`src/rtl/scan_pkg.sv`:
```
// Shared types, constants and the masked next-digit search for the display scan sequencer.
package scan_pkg;

    typedef logic [1:0] sel_t;

    localparam int NUM_DIGITS    = 4;
    localparam int DIV_W_DEFAULT = 16;

    // First enabled position after cur (cur+1, cur+2, cur+3, cur itself); holds cur when mask is empty.
    function automatic sel_t next_enabled(sel_t cur, logic [3:0] mask);
        sel_t res;
        sel_t cand;
        logic found;
        res   = cur;
        found = 1'b0;
        for (int k = 1; k <= NUM_DIGITS; k++) begin
            cand = cur + sel_t'(k);
            if (!found && mask[cand]) begin
                res   = cand;
                found = 1'b1;
            end else begin
                res   = res;
            end
        end
        return res;
    endfunction

endpackage

```
`src/rtl/scan_prescaler.sv`:
```
// Scan-rate prescaler: counts system clocks and flags a step every div_val+1 enabled cycles.
module scan_prescaler #(
    parameter int DIV_W = 16
) (
    input  logic             clk,
    input  logic             rst_n,
    input  logic             en,
    input  logic [DIV_W-1:0] div_val,
    output logic             step
);

    logic [DIV_W-1:0] r_cnt;
    logic             w_wrap;

    // Using >= lets a shrinking div_val force an immediate step rather than waiting for a counter wrap.
    always_comb begin
        w_wrap = (r_cnt >= div_val);
        step   = en & w_wrap;
    end

    // Counter advances only while enabled and restarts after each step.
    always_ff @(posedge clk or negedge rst_n) begin
        if (!rst_n) begin
            r_cnt <= {DIV_W{1'b0}};
        end else if (en) begin
            if (w_wrap) begin
                r_cnt <= {DIV_W{1'b0}};
            end else begin
                r_cnt <= r_cnt + {{(DIV_W-1){1'b0}}, 1'b1};
            end
        end else begin
            r_cnt <= r_cnt;
        end
    end

endmodule

```
`src/rtl/digit_scan_ctrl.sv`:
```
// Time-multiplexed digit scan sequencer; sel feeds an external 2-to-4 decoder, nibble/blank the segment path.
module digit_scan_ctrl
    import scan_pkg::*;
#(
    parameter int DIV_W = DIV_W_DEFAULT
) (
    input  logic             clk,
    input  logic             rst_n,
    input  logic             en,
    input  logic [DIV_W-1:0] div_val,
    input  logic [3:0]       mask,
    input  logic [15:0]      digits,
    input  logic             load,
    output logic [1:0]       sel,
    output logic [3:0]       nibble,
    output logic             blank,
    output logic             tick
);

    logic        w_step;
    sel_t        w_sel_next;
    logic [15:0] w_src;
    logic [3:0]  w_nib_next;
    logic        w_blank_next;
    logic [15:0] r_shadow;
    sel_t        r_sel;
    logic [3:0]  r_nibble;
    logic        r_blank;
    logic        r_tick;

    scan_prescaler #(.DIV_W(DIV_W)) u_prescaler (
        .clk     (clk),
        .rst_n   (rst_n),
        .en      (en),
        .div_val (div_val),
        .step    (w_step)
    );

    // Next select, nibble source (incoming digits bypass the shadow when load and step coincide) and blank.
    always_comb begin
        w_sel_next   = r_sel;
        w_src        = r_shadow;
        w_nib_next   = r_nibble;
        if (w_step) begin
            w_sel_next = next_enabled(r_sel, mask);
        end else begin
            w_sel_next = r_sel;
        end
        if (load) begin
            w_src = digits;
        end else begin
            w_src = r_shadow;
        end
        if (w_step) begin
            w_nib_next = w_src[{w_sel_next, 2'b00} +: 4];
        end else begin
            w_nib_next = r_nibble;
        end
        w_blank_next = ~en | (mask == 4'b0000) | ~mask[w_sel_next];
    end

    // Output and shadow registers.
    always_ff @(posedge clk or negedge rst_n) begin
        if (!rst_n) begin
            r_shadow <= 16'h0000;
            r_sel    <= 2'd0;
            r_nibble <= 4'h0;
            r_blank  <= 1'b1;
            r_tick   <= 1'b0;
        end else begin
            if (load) begin
                r_shadow <= digits;
            end else begin
                r_shadow <= r_shadow;
            end
            r_sel    <= w_sel_next;
            r_nibble <= w_nib_next;
            r_blank  <= w_blank_next;
            r_tick   <= w_step;
        end
    end

    assign sel    = r_sel;
    assign nibble = r_nibble;
    assign blank  = r_blank;
    assign tick   = r_tick;

endmodule

```
`config.mk`:
```
export PLATFORM = sky130hd
export DESIGN_NAME = digit_scan_ctrl
export DESIGN_NICKNAME = d
export VERILOG_FILES = /design/src/rtl/scan_pkg.sv /design/src/rtl/scan_prescaler.sv /design/src/rtl/digit_scan_ctrl.sv
export SDC_FILE = /design/constraint.sdc
export NUM_CORES = 1
export LEC_CHECK = 0
export BUFFER_PORTS_ARGS = -buffer_cell sky130_fd_sc_hd__buf_2
export CAP_MARGIN = 20
export CORE_AREA = 2 2 117 73
export DETAILED_ROUTE_END_ITERATION = 12
export DIE_AREA = 0 0 119 75
export GPL_ROUTABILITY_DRIVEN = 0
export HOLD_SLACK_MARGIN = 0.12
export PLACE_DENSITY = 0.59
export SYNTH_ARGS = -nofsm -noshare
export SYNTH_HDL_FRONTEND = slang
export SYNTH_SLANG_ARGS = --single-unit
```
`constraint.sdc`:
```
create_clock -name clk -period 3.2 [get_ports clk]
set_input_delay 0.64 -clock clk [delete_from_list [all_inputs] [get_ports clk]]
set_output_delay 0.64 -clock clk [all_outputs]
set_load 0.05 [all_outputs]
```
==> impl_results.md, run 1 <==
* Switch share at 27.52%
* DIE AREA at 8925 sq um
* HPWL Detailed at 3.949 mm
* Hold Violations, Final at 0
* Worst Path Required at 3.37 ns
* Critical path endpoint category: flop
* Design Area, Final at 2851 sq um
* Internal power at 1.046 mW
* Ratio of cells with drive above 1 in the final layout at 30.32%
* Sequential power share at 42.9%
* CP peak stage delay at 0.50 ns
* CP top delay family: compound AO/OA/AOI/OAI gates
* Via/cell ratio at 4.597
* Drt initial violations at 80
* Height of the die at 75 um
* VDD IR max at 0.1880 mV
* Worst Reg2Reg Path Length in Cells at 9
* # clock sinks at 40
* Post-cts resize count at 0
* GRT Util Overall at 12.43%
* First-pass iteration count of the detailed router at 4
* Crit path time final at 2.808 ns
* DRC viols at 0
* Max Clk Rate at 0.3561 GHz
* H-tree levels at 2
* Leakage at 1.383 nW
* Hold crit path type: input pin to async pin
* Ant. Diodes at 0
* Gr ovfl total at 0
* Mean post-synth cell area at 10.31 sq um
* Final #Nets at 333
* CTS clk-pin slew, worst paths at 0.06 ns
* Placed instance area at 2679 sq um
* Commonest non-fill, non-tap cell in the layout: buf_2
* Ports at 48
* Core Region at 7789 sq um
* Slew HR at 38.54%
* Vias in the first global route at 1743
* Combinational power share at 16.8%
* Crit path DAT at 2.98 ns
* Initial Util at 29.64%
* Clk_skew at 0.008227 ns
* Drt total wl at 5.079 mm
* Bufs and invs on worst path at 3
* Clk buf depth at 2
* Post-CTS setup buffers at 0
* Synthesized net count at 281
* DR WL/cell at 13.19 um
* Synth cell types at 46
* Largest net degree at the start of global routing at 41
* First-pass GRT wire length at 8.397 mm
* Worst-path fanout max at 7
* Top FF cell, synth: dfrtp_1
* Max cap viols at 0
* Initial antenna violation count at 0
* Synth Instances at 224
* Slowest cell on crit path: mux4_2
* Reg-to-reg startpoint: u_prescaler.r_cnt[7]$_DFFE_PN0P_
* DRT antenna net count at 0
* Num CTS Buffers at 5
* Async SR Flop Fraction at 100.0%
* Reg2Reg Setup Slack at 0.40 ns
* Clk_lat worst skew at 0.29 ns
* Clock share of power at 40.3%
* Hold_buf cts at 0
* Max-slew violation count at 0
* IO Port Bufs at 47
* PwrDens at 506.2 nW/um^2
* Slew @ Worst Pin at 0.9220 ns
* Area grow syn2layout at 23.52%
* Outcome: completed
* Reg2reg end: nibble[3]$_DFFE_PN0N_
* Mapped Area at 2308 sq um
* Post-synthesis sequential area ratio at 43.41%
* CP startpoint kind: input pin
* RSZ-0062 raised after global routing: no
* Crit path kind: input pin to flop
* Most frequent cells in the layout: buf_2, dfrtp_1, inv_1, nand2_1
* Endpoints failing setup at 0
* EDFF count, synth at 0
* Row count at 25
* Ys Warns at 0
* Worst-path cell chain: buf_2, inv_1, ha_1, a211oi_1, o21ai_1, a21oi_1, nor3_2, o32a_2, inv_4, mux4_2, mux2_4
* Setup_tns at 0 ns
* CTS tree: built
* Vias at 1770
* P_sw at 0.3972 mW
* Synthesized flop and latch total at 40
* Clock root buffer: clkbuf_16
* Fillers at 808
* Final Cycle Share at 87.76%
* Horiz. Die Dim at 119 um
synthesized netlist by cell type (4+ instances only):
master,instances,area share [%]
a21oi_1,8,1.7
dfrtp_1,39,42
ha_1,17,9.2
inv_1,20,3.3
mux2_2,17,8.3
nand2_1,18,2.9
nand3_1,8,1.7
nand4_1,4,1.1
nor2_1,16,2.6
o211ai_1,7,2.3
o21ai_0,6,1.3
xor2_1,8,3.0
worst max path at each step:
stage	slack, ns	depth (start not counted)	startpoint	endpoint
3_3_place_gp	0.11	11	div_val[2]	nibble[3]$_DFFE_PN0N_
5_1_grt	0.21	9	u_prescaler.r_cnt[2]$_DFFE_PN0P_	nibble[3]$_DFFE_PN0N_
6_report	0.39	11	div_val[2]	nibble[3]$_DFFE_PN0N_
4_1_cts	0.38	11	div_val[2]	nibble[3]$_DFFE_PN0N_
2_1_floorplan	0.34	9	div_val[13]	nibble[0]$_DFFE_PN0N_
3_5_place_dp	0.07	11	div_val[2]	nibble[3]$_DFFE_PN0N_
state kept, by name, indices dropped and copies added, names as in the netlist:
signal             count
nibble                 4
tick                   1
r_shadow              16
blank                  1
u_prescaler.r_cnt     16
sel                    2
final cells by class:
cell class              instances  area (sq um)  area share (%)
clock inverters                 3         47.55           1.667
clock buffers                   5         125.1           4.388
flip-flops and latches         40          1002           35.15
multi-input cells             157          1199           42.04
repair buffers                 50         257.7           9.039
well taps                     108         135.1           4.739
inverters                      22         85.08           2.984
routing by layer:
layer	vias to the layer above	wire length, um	global-route usage, %
li1	898	-	-
met3	6	289	3.788
met1	816	2790	18.15
met4	0	63	4.894
met2	50	1935	17.11
met5	-	0	0
power groups by stage:
stage | logic, mW | registers, mW | clock network [mW]
floorplan | 0.164 | 0.617 | 0
global placement | 0.237 | 0.624 | 0
detailed placement | 0.244 | 0.626 | 0
CTS | 0.245 | 0.618 | 0.598
global route | 0.283 | 0.628 | 0.616
finish | 0.242 | 0.619 | 0.582
logic make-up (layout without fill, tap and decap cells):
group                      after synthesis  after routing  synth area share, %
AOI/OAI and AO/OA                       41             41                12.14
and+or+nand+nor                         63             63                13.06
muxes                                   25             25                13.33
DFF                                     40             40                43.42
xor gates and xnor gates                11             11                4.174
buffers and inverters                   27             80                4.661
adders and majority gates               17             17                9.214
per-stage QoR:
stage	setup slack [ns]	hold WS, ns	total power [mW]	instances	utilization (%)
after floorplan	0.3416	0.3444	0.7813	224	-
after global placement	0.1127	0.4775	0.8608	377	34.39
after detailed placement	0.07451	0.4848	0.8708	377	34.39
after CTS	0.3833	0.4996	1.460	385	36.61
after global routing	0.2128	0.5056	1.527	385	36.61
final	0.3916	0.4827	1.443	385	36.61
(Power assumes the default switching activity.)
==> run 2: changes to the inputs <==
Settings changed: CORE_AREA 2 2 117 73 to 2 2 102 64, CTS_BUF_LIST from default to sky130_fd_sc_hd__clkbuf_2, DIE_AREA 0 0 119 75 to 0 0 104 66, PLACE_DENSITY 0.59 to 0.71.
==> impl_results.md, run 2 (synthesized netlist as in run 1, its figures left out) <==
* Outcome: completed (unchanged)
* Area grow syn2layout at 16.64% (was 23.52%)
* RSZ-0062 raised after global routing: no (unchanged)
* Setup_tns at 0 ns (unchanged)
* Max-slew violation count at 0 (unchanged)
* CP startpoint kind: flop (was input pin)
* Final worst slack at 0.3533 ns (was 0.3916 ns)
* H-tree levels at 2 (unchanged)
* Sequential power share at 57.1% (was 42.9%)
* DRT antenna net count at 0 (unchanged)
* VDD IR max at 0.1451 mV (was 0.1880 mV)
* HPWL Detailed at 3.820 mm (was 3.949 mm)
* Row count at 22 (was 25)
* Worst-path fanout max at 7 (unchanged)
* Gr ovfl total at 0 (unchanged)
* Crit path DAT at 3.16 ns (was 2.98 ns)
* Max cap viols at 0 (unchanged)
* Clock share of power at 20.6% (was 40.3%)
* Worst Path Required at 3.51 ns (was 3.37 ns)
* Most frequent cells in the layout: buf_2, dfrtp_1, inv_1, nand2_1 (unchanged)
* P_sw at 0.3560 mW (was 0.3972 mW)
* Leakage at 1.332 nW (was 1.383 nW)
* Hold Violations, Final at 0 (unchanged)
* DIE AREA at 6864 sq um (was 8925 sq um)
* IO Port Bufs at 47 (unchanged)
* Drt total wl at 4.941 mm (was 5.079 mm)
* PwrDens at 402.5 nW/um^2 (was 506.2 nW/um^2)
* Vias in the first global route at 1673 (was 1743)
* CTS tree: built (unchanged)
* Vias at 1776 (was 1770)
* GRT Util Overall at 15.38% (was 12.43%)
* CTS clk-pin slew, worst paths at 0.22 ns (was 0.06 ns)
* Max Clk Rate at 0.3513 GHz (was 0.3561 GHz)
* Slew HR at 41.46% (was 38.54%)
* Clk_lat worst skew at 0.40 ns (was 0.29 ns)
* First-pass GRT wire length at 8.293 mm (was 8.397 mm)
* Slew @ Worst Pin at 0.8780 ns (was 0.9220 ns)
* Height of the die at 66 um (was 75 um)
* Horiz. Die Dim at 104 um (was 119 um)
* Core Region at 5946 sq um (was 7789 sq um)
* Final #Nets at 333 (unchanged)
* Drt initial violations at 82 (was 80)
* Clk_skew at 0.02261 ns (was 0.008227 ns)
* Hold_buf cts at 0 (unchanged)
* # clock sinks at 40 (unchanged)
* Switch share at 32.85% (was 27.52%)
* Crit path kind: flop to flop (was input pin to flop)
* Ant. Diodes at 0 (unchanged)
* Clock root buffer: clkbuf_2 (was clkbuf_16)
* Largest net degree at the start of global routing at 41 (unchanged)
* Endpoints failing setup at 0 (unchanged)
* DR WL/cell at 13.69 um (was 13.19 um)
* Pwr Total at 1.084 mW (was 1.443 mW)
* First-pass iteration count of the detailed router at 4 (unchanged)
* Critical path endpoint category: flop (unchanged)
* Via/cell ratio at 4.920 (was 4.597)
* Ratio of cells with drive above 1 in the final layout at 30.32% (unchanged)
* Initial antenna violation count at 0 (unchanged)
* Clk buf depth at 2 (unchanged)
* DRC viols at 0 (unchanged)
* Hold crit path type: input pin to async pin (unchanged)
* Final Cycle Share at 88.96% (was 87.76%)
* Pre-CTS setup slack at 0.05337 ns (was 0.07451 ns)
* Initial Util at 38.83% (was 29.64%)
* Post-cts resize count at 0 (unchanged)
* Combinational power share at 22.3% (was 16.8%)
* Internal power at 0.7277 mW (was 1.046 mW)
* Crit path time final at 2.847 ns (was 2.808 ns)
* Num CTS Buffers at 5 (unchanged)
* Commonest non-fill, non-tap cell in the layout: buf_2 (unchanged)
* Fin Hold WS at 0.3157 ns (was 0.4827 ns)
* Post-CTS setup buffers at 0 (unchanged)
* Ports at 48 (unchanged)
## run 2: changes by cell type in the layout (fill, tap and decap cells not counted), sizes merged
cell | previous run | this run
clkinv | 2 | 3
bufinv | 1 | 0
## run 2: path summary, 6_finish.rpt
| kind | slack (ns) | startpoint | endpoint | depth (start not counted) |
|---|---|---|---|---|
| hold reg to reg | 0.53 | r_shadow[15]$_DFF_PN0_ | r_shadow[15]$_DFF_PN0_ | 1 |
| hold / removal | 0.32 | rst_n | sel[1]$_DFF_PN0_ | 1 |
| min in group clk | 0.48 | digits[3] | r_shadow[3]$_DFF_PN0_ | 2 |
| max in group asynchronous | 2.32 | rst_n | u_prescaler.r_cnt[15]$_DFFE_PN0P_ | 1 |
| setup reg to reg | 0.35 | u_prescaler.r_cnt[2]$_DFFE_PN0P_ | nibble[3]$_DFFE_PN0N_ | 9 |
| setup / recovery | 0.35 | u_prescaler.r_cnt[2]$_DFFE_PN0P_ | nibble[3]$_DFFE_PN0N_ | 9 |
## run 2: final cells by class
| cell class | count | area (sq um) |
|---|---|---|
| sequential | 40 | 1002 |
| clock buffer | 5 | 25.02 |
| fill | 583 | 3253 |
| multi-input combinational | 157 | 1199 |
| timing repair buffer | 50 | 257.7 |
| inverter | 22 | 85.08 |
| tap | 84 | 105.1 |
| clock inverter | 3 | 18.77 |
## run 2: power groups by stage
| stage | clock network, mW | registers (mW) | logic [mW] |
|---|---|---|---|
| floorplan | 0 | 0.617 | 0.164 |
| global placement | 0 | 0.623 | 0.233 |
| detailed placement | 0 | 0.626 | 0.243 |
| CTS | 0.234 | 0.617 | 0.244 |
| global route | 0.254 | 0.626 | 0.283 |
| finish | 0.224 | 0.619 | 0.241 |
## run 2: metal layers
layer	global-route usage [%]	vias up	part of all wire, %
met5	0	-	0
met2	21.05	54	40
met1	23.35	822	53
met4	3.041	0	0.61
li1	-	896	-
met3	4.926	4	6.0
## run 2: critical path: stages, from the launching register on
cell      delay, ns
dfrtp_1        0.49
ha_1           0.31
a211oi_1       0.24
o21ai_1        0.12
a21oi_1        0.37
nor3_2         0.09
o32a_2         0.24
inv_4          0.13
mux4_2         0.50
mux2_4         0.26
## run 2: metrics by stage
stage | util (%) | instance area (sq um) | std cells
floorplan | - | 2308 | 224
global placement | 44.55 | 2649 | 353
detailed placement | 44.55 | 2649 | 353
CTS | 45.29 | 2693 | 361
global route | 45.29 | 2693 | 361
finish | 45.29 | 2693 | 361
==> run 3: changes to the inputs <==
Settings changed: CELL_PAD_IN_SITES_DETAIL_PLACEMENT from default to 1, CELL_PAD_IN_SITES_GLOBAL_PLACEMENT from default to 1, PLACE_DENSITY 0.71 to 0.86.
==> impl_results.md, run 3 (synthesized netlist as in run 1, its figures left out) <==
* VDD IR max at 0.1361 mV (was 0.1451 mV)
* HPWL Detailed at 4.405 mm (was 3.820 mm)
* Slew HR at 39.47% (was 41.46%)
* Crit path time final at 2.858 ns (was 2.847 ns)
* Post-layout util at 45.16% (was 45.29%)
* Hold Violations, Final at 0 (unchanged)
* Clock root buffer: clkbuf_2 (unchanged)
* IO Port Bufs at 47 (unchanged)
* Ratio of cells with drive above 1 in the final layout at 30.07% (was 30.32%)
* Drt initial violations at 45 (was 82)
* Largest net degree at the start of global routing at 41 (unchanged)
* PwrDens at 407.5 nW/um^2 (was 402.5 nW/um^2)
* Design Area, Final at 2685 sq um (was 2693 sq um)
* Height of the die at 66 um (unchanged)
* First-pass GRT wire length at 9.425 mm (was 8.293 mm)
* Endpoints failing setup at 0 (unchanged)
* Core Region at 5946 sq um (unchanged)
* First-pass iteration count of the detailed router at 4 (unchanged)
* RSZ-0062 raised after global routing: no (unchanged)
* Pwr Total at 1.094 mW (was 1.084 mW)
* Initial Util at 38.83% (unchanged)
* Row count at 22 (unchanged)
* CTS clk-pin slew, worst paths at 0.21 ns (was 0.22 ns)
* Drt total wl at 5.505 mm (was 4.941 mm)
* Outcome: completed (unchanged)
* Final worst slack at 0.3420 ns (was 0.3533 ns)
* Worst Path Required at 3.52 ns (was 3.51 ns)
* Final #Nets at 332 (was 333)
* Reg2reg end: nibble[0]$_DFFE_PN0N_ (was nibble[3]$_DFFE_PN0N_)
* Max cap viols at 0 (unchanged)
* Horiz. Die Dim at 104 um (unchanged)
* Leakage at 1.327 nW (was 1.332 nW)
* Area grow syn2layout at 16.31% (was 16.64%)
* Post-cts resize count at 0 (unchanged)
* Crit path kind: flop to flop (unchanged)
* Worst-path fanout max at 7 (unchanged)
* DRT antenna net count at 0 (unchanged)
* Ports at 48 (unchanged)
* Crit path DAT at 3.18 ns (was 3.16 ns)
* Max Clk Rate at 0.3499 GHz (was 0.3513 GHz)
* Placed instance area at 2641 sq um (was 2649 sq um)
* Hold crit path type: input pin to async pin (unchanged)
* Initial antenna violation count at 0 (unchanged)
* Worst Reg2Reg Path Length in Cells at 9 (unchanged)
* Hold_buf cts at 0 (unchanged)
* Clk_skew at 0.007288 ns (was 0.02261 ns)
* DR WL/cell at 15.29 um (was 13.69 um)
* Clk buf depth at 2 (unchanged)
* Vias in the first global route at 1969 (was 1673)
* CP startpoint kind: flop (unchanged)
* CTS tree: built (unchanged)
* Reg-to-reg startpoint: u_prescaler.r_cnt[2]$_DFFE_PN0P_ (unchanged)
* Critical path endpoint category: flop (unchanged)
* Reg2Reg Setup Slack at 0.34 ns (was 0.35 ns)
* H-tree levels at 2 (unchanged)
* # clock sinks at 40 (unchanged)
* Final Cycle Share at 89.31% (was 88.96%)
* Commonest non-fill, non-tap cell in the layout: buf_2 (unchanged)
* Most frequent cells in the layout: buf_2, dfrtp_1, inv_1, nand2_1 (unchanged)
* DIE AREA at 6864 sq um (unchanged)
* Clk_lat worst skew at 0.40 ns (about the same)
* Ant. Diodes at 0 (unchanged)
* GRT Util Overall at 17.61% (was 15.38%)
* Pre-CTS setup slack at 0.03249 ns (was 0.05337 ns)
* Fillers at 702 (was 583)
* Via/cell ratio at 5.089 (was 4.920)
* Gr ovfl total at 0 (unchanged)
* DRC viols at 0 (unchanged)
* Setup_tns at 0 ns (unchanged)
* Post-CTS setup buffers at 0 (unchanged)
* Max-slew violation count at 0 (unchanged)
* Vias at 1832 (was 1776)
* Slew @ Worst Pin at 0.9080 ns (was 0.8780 ns)
* Num CTS Buffers at 5 (unchanged)
-- run 3: critical path: stages, from the launching register on --
cell	delay, ns
dfrtp_1	0.48
ha_1	0.31
a211oi_1	0.24
o21ai_1	0.12
a21oi_1	0.39
nor3_2	0.10
o32a_2	0.25
inv_4	0.12
mux4_2	0.50
mux2_4	0.27
-- run 3: per-stage QoR --
stage,hold WS (ns),instances
CTS,0.3247,360
global placement,0.4783,352
global route,0.3428,360
finish,0.3161,360
floorplan,0.3444,224
detailed placement,0.4872,352
-- run 3: cell type report --
cell class | instances | area, sq um | area share [%]
flip-flops and latches | 40 | 1002 | 37.33
well taps | 84 | 105.1 | 3.914
multi-input cells | 157 | 1199 | 44.64
inverters | 22 | 85.08 | 3.169
clock buffers | 5 | 25.02 | 0.9320
clock inverters | 3 | 18.77 | 0.6990
repair buffers | 49 | 250.2 | 9.320
-- run 3: power breakdown --
| group | switching, mW | internal (mW) | total, mW |
|---|---|---|---|
| sequential | 0.0540 | 0.562 | 0.616 |
| clock | 0.176 | 0.0529 | 0.229 |
| combinational | 0.135 | 0.114 | 0.250 |
-- run 3: worst max path at each step --
stage,depth (start not counted),end,from
floorplan,9,nibble[0]$_DFFE_PN0N_,div_val[13]
global placement,11,nibble[0]$_DFFE_PN0N_,div_val[9]
detailed placement,11,nibble[3]$_DFFE_PN0N_,div_val[2]
CTS,9,nibble[0]$_DFFE_PN0N_,u_prescaler.r_cnt[2]$_DFFE_PN0P_
global route,9,nibble[3]$_DFFE_PN0N_,u_prescaler.r_cnt[9]$_DFFE_PN0P_
finish,9,nibble[0]$_DFFE_PN0N_,u_prescaler.r_cnt[2]$_DFFE_PN0P_
-- run 3: routing by layer --
metal,track usage [%],share of wire [%]
met5,0,0
met4,5.743,1.4
met3,4.729,5.0
met2,27.38,43
met1,24.04,50
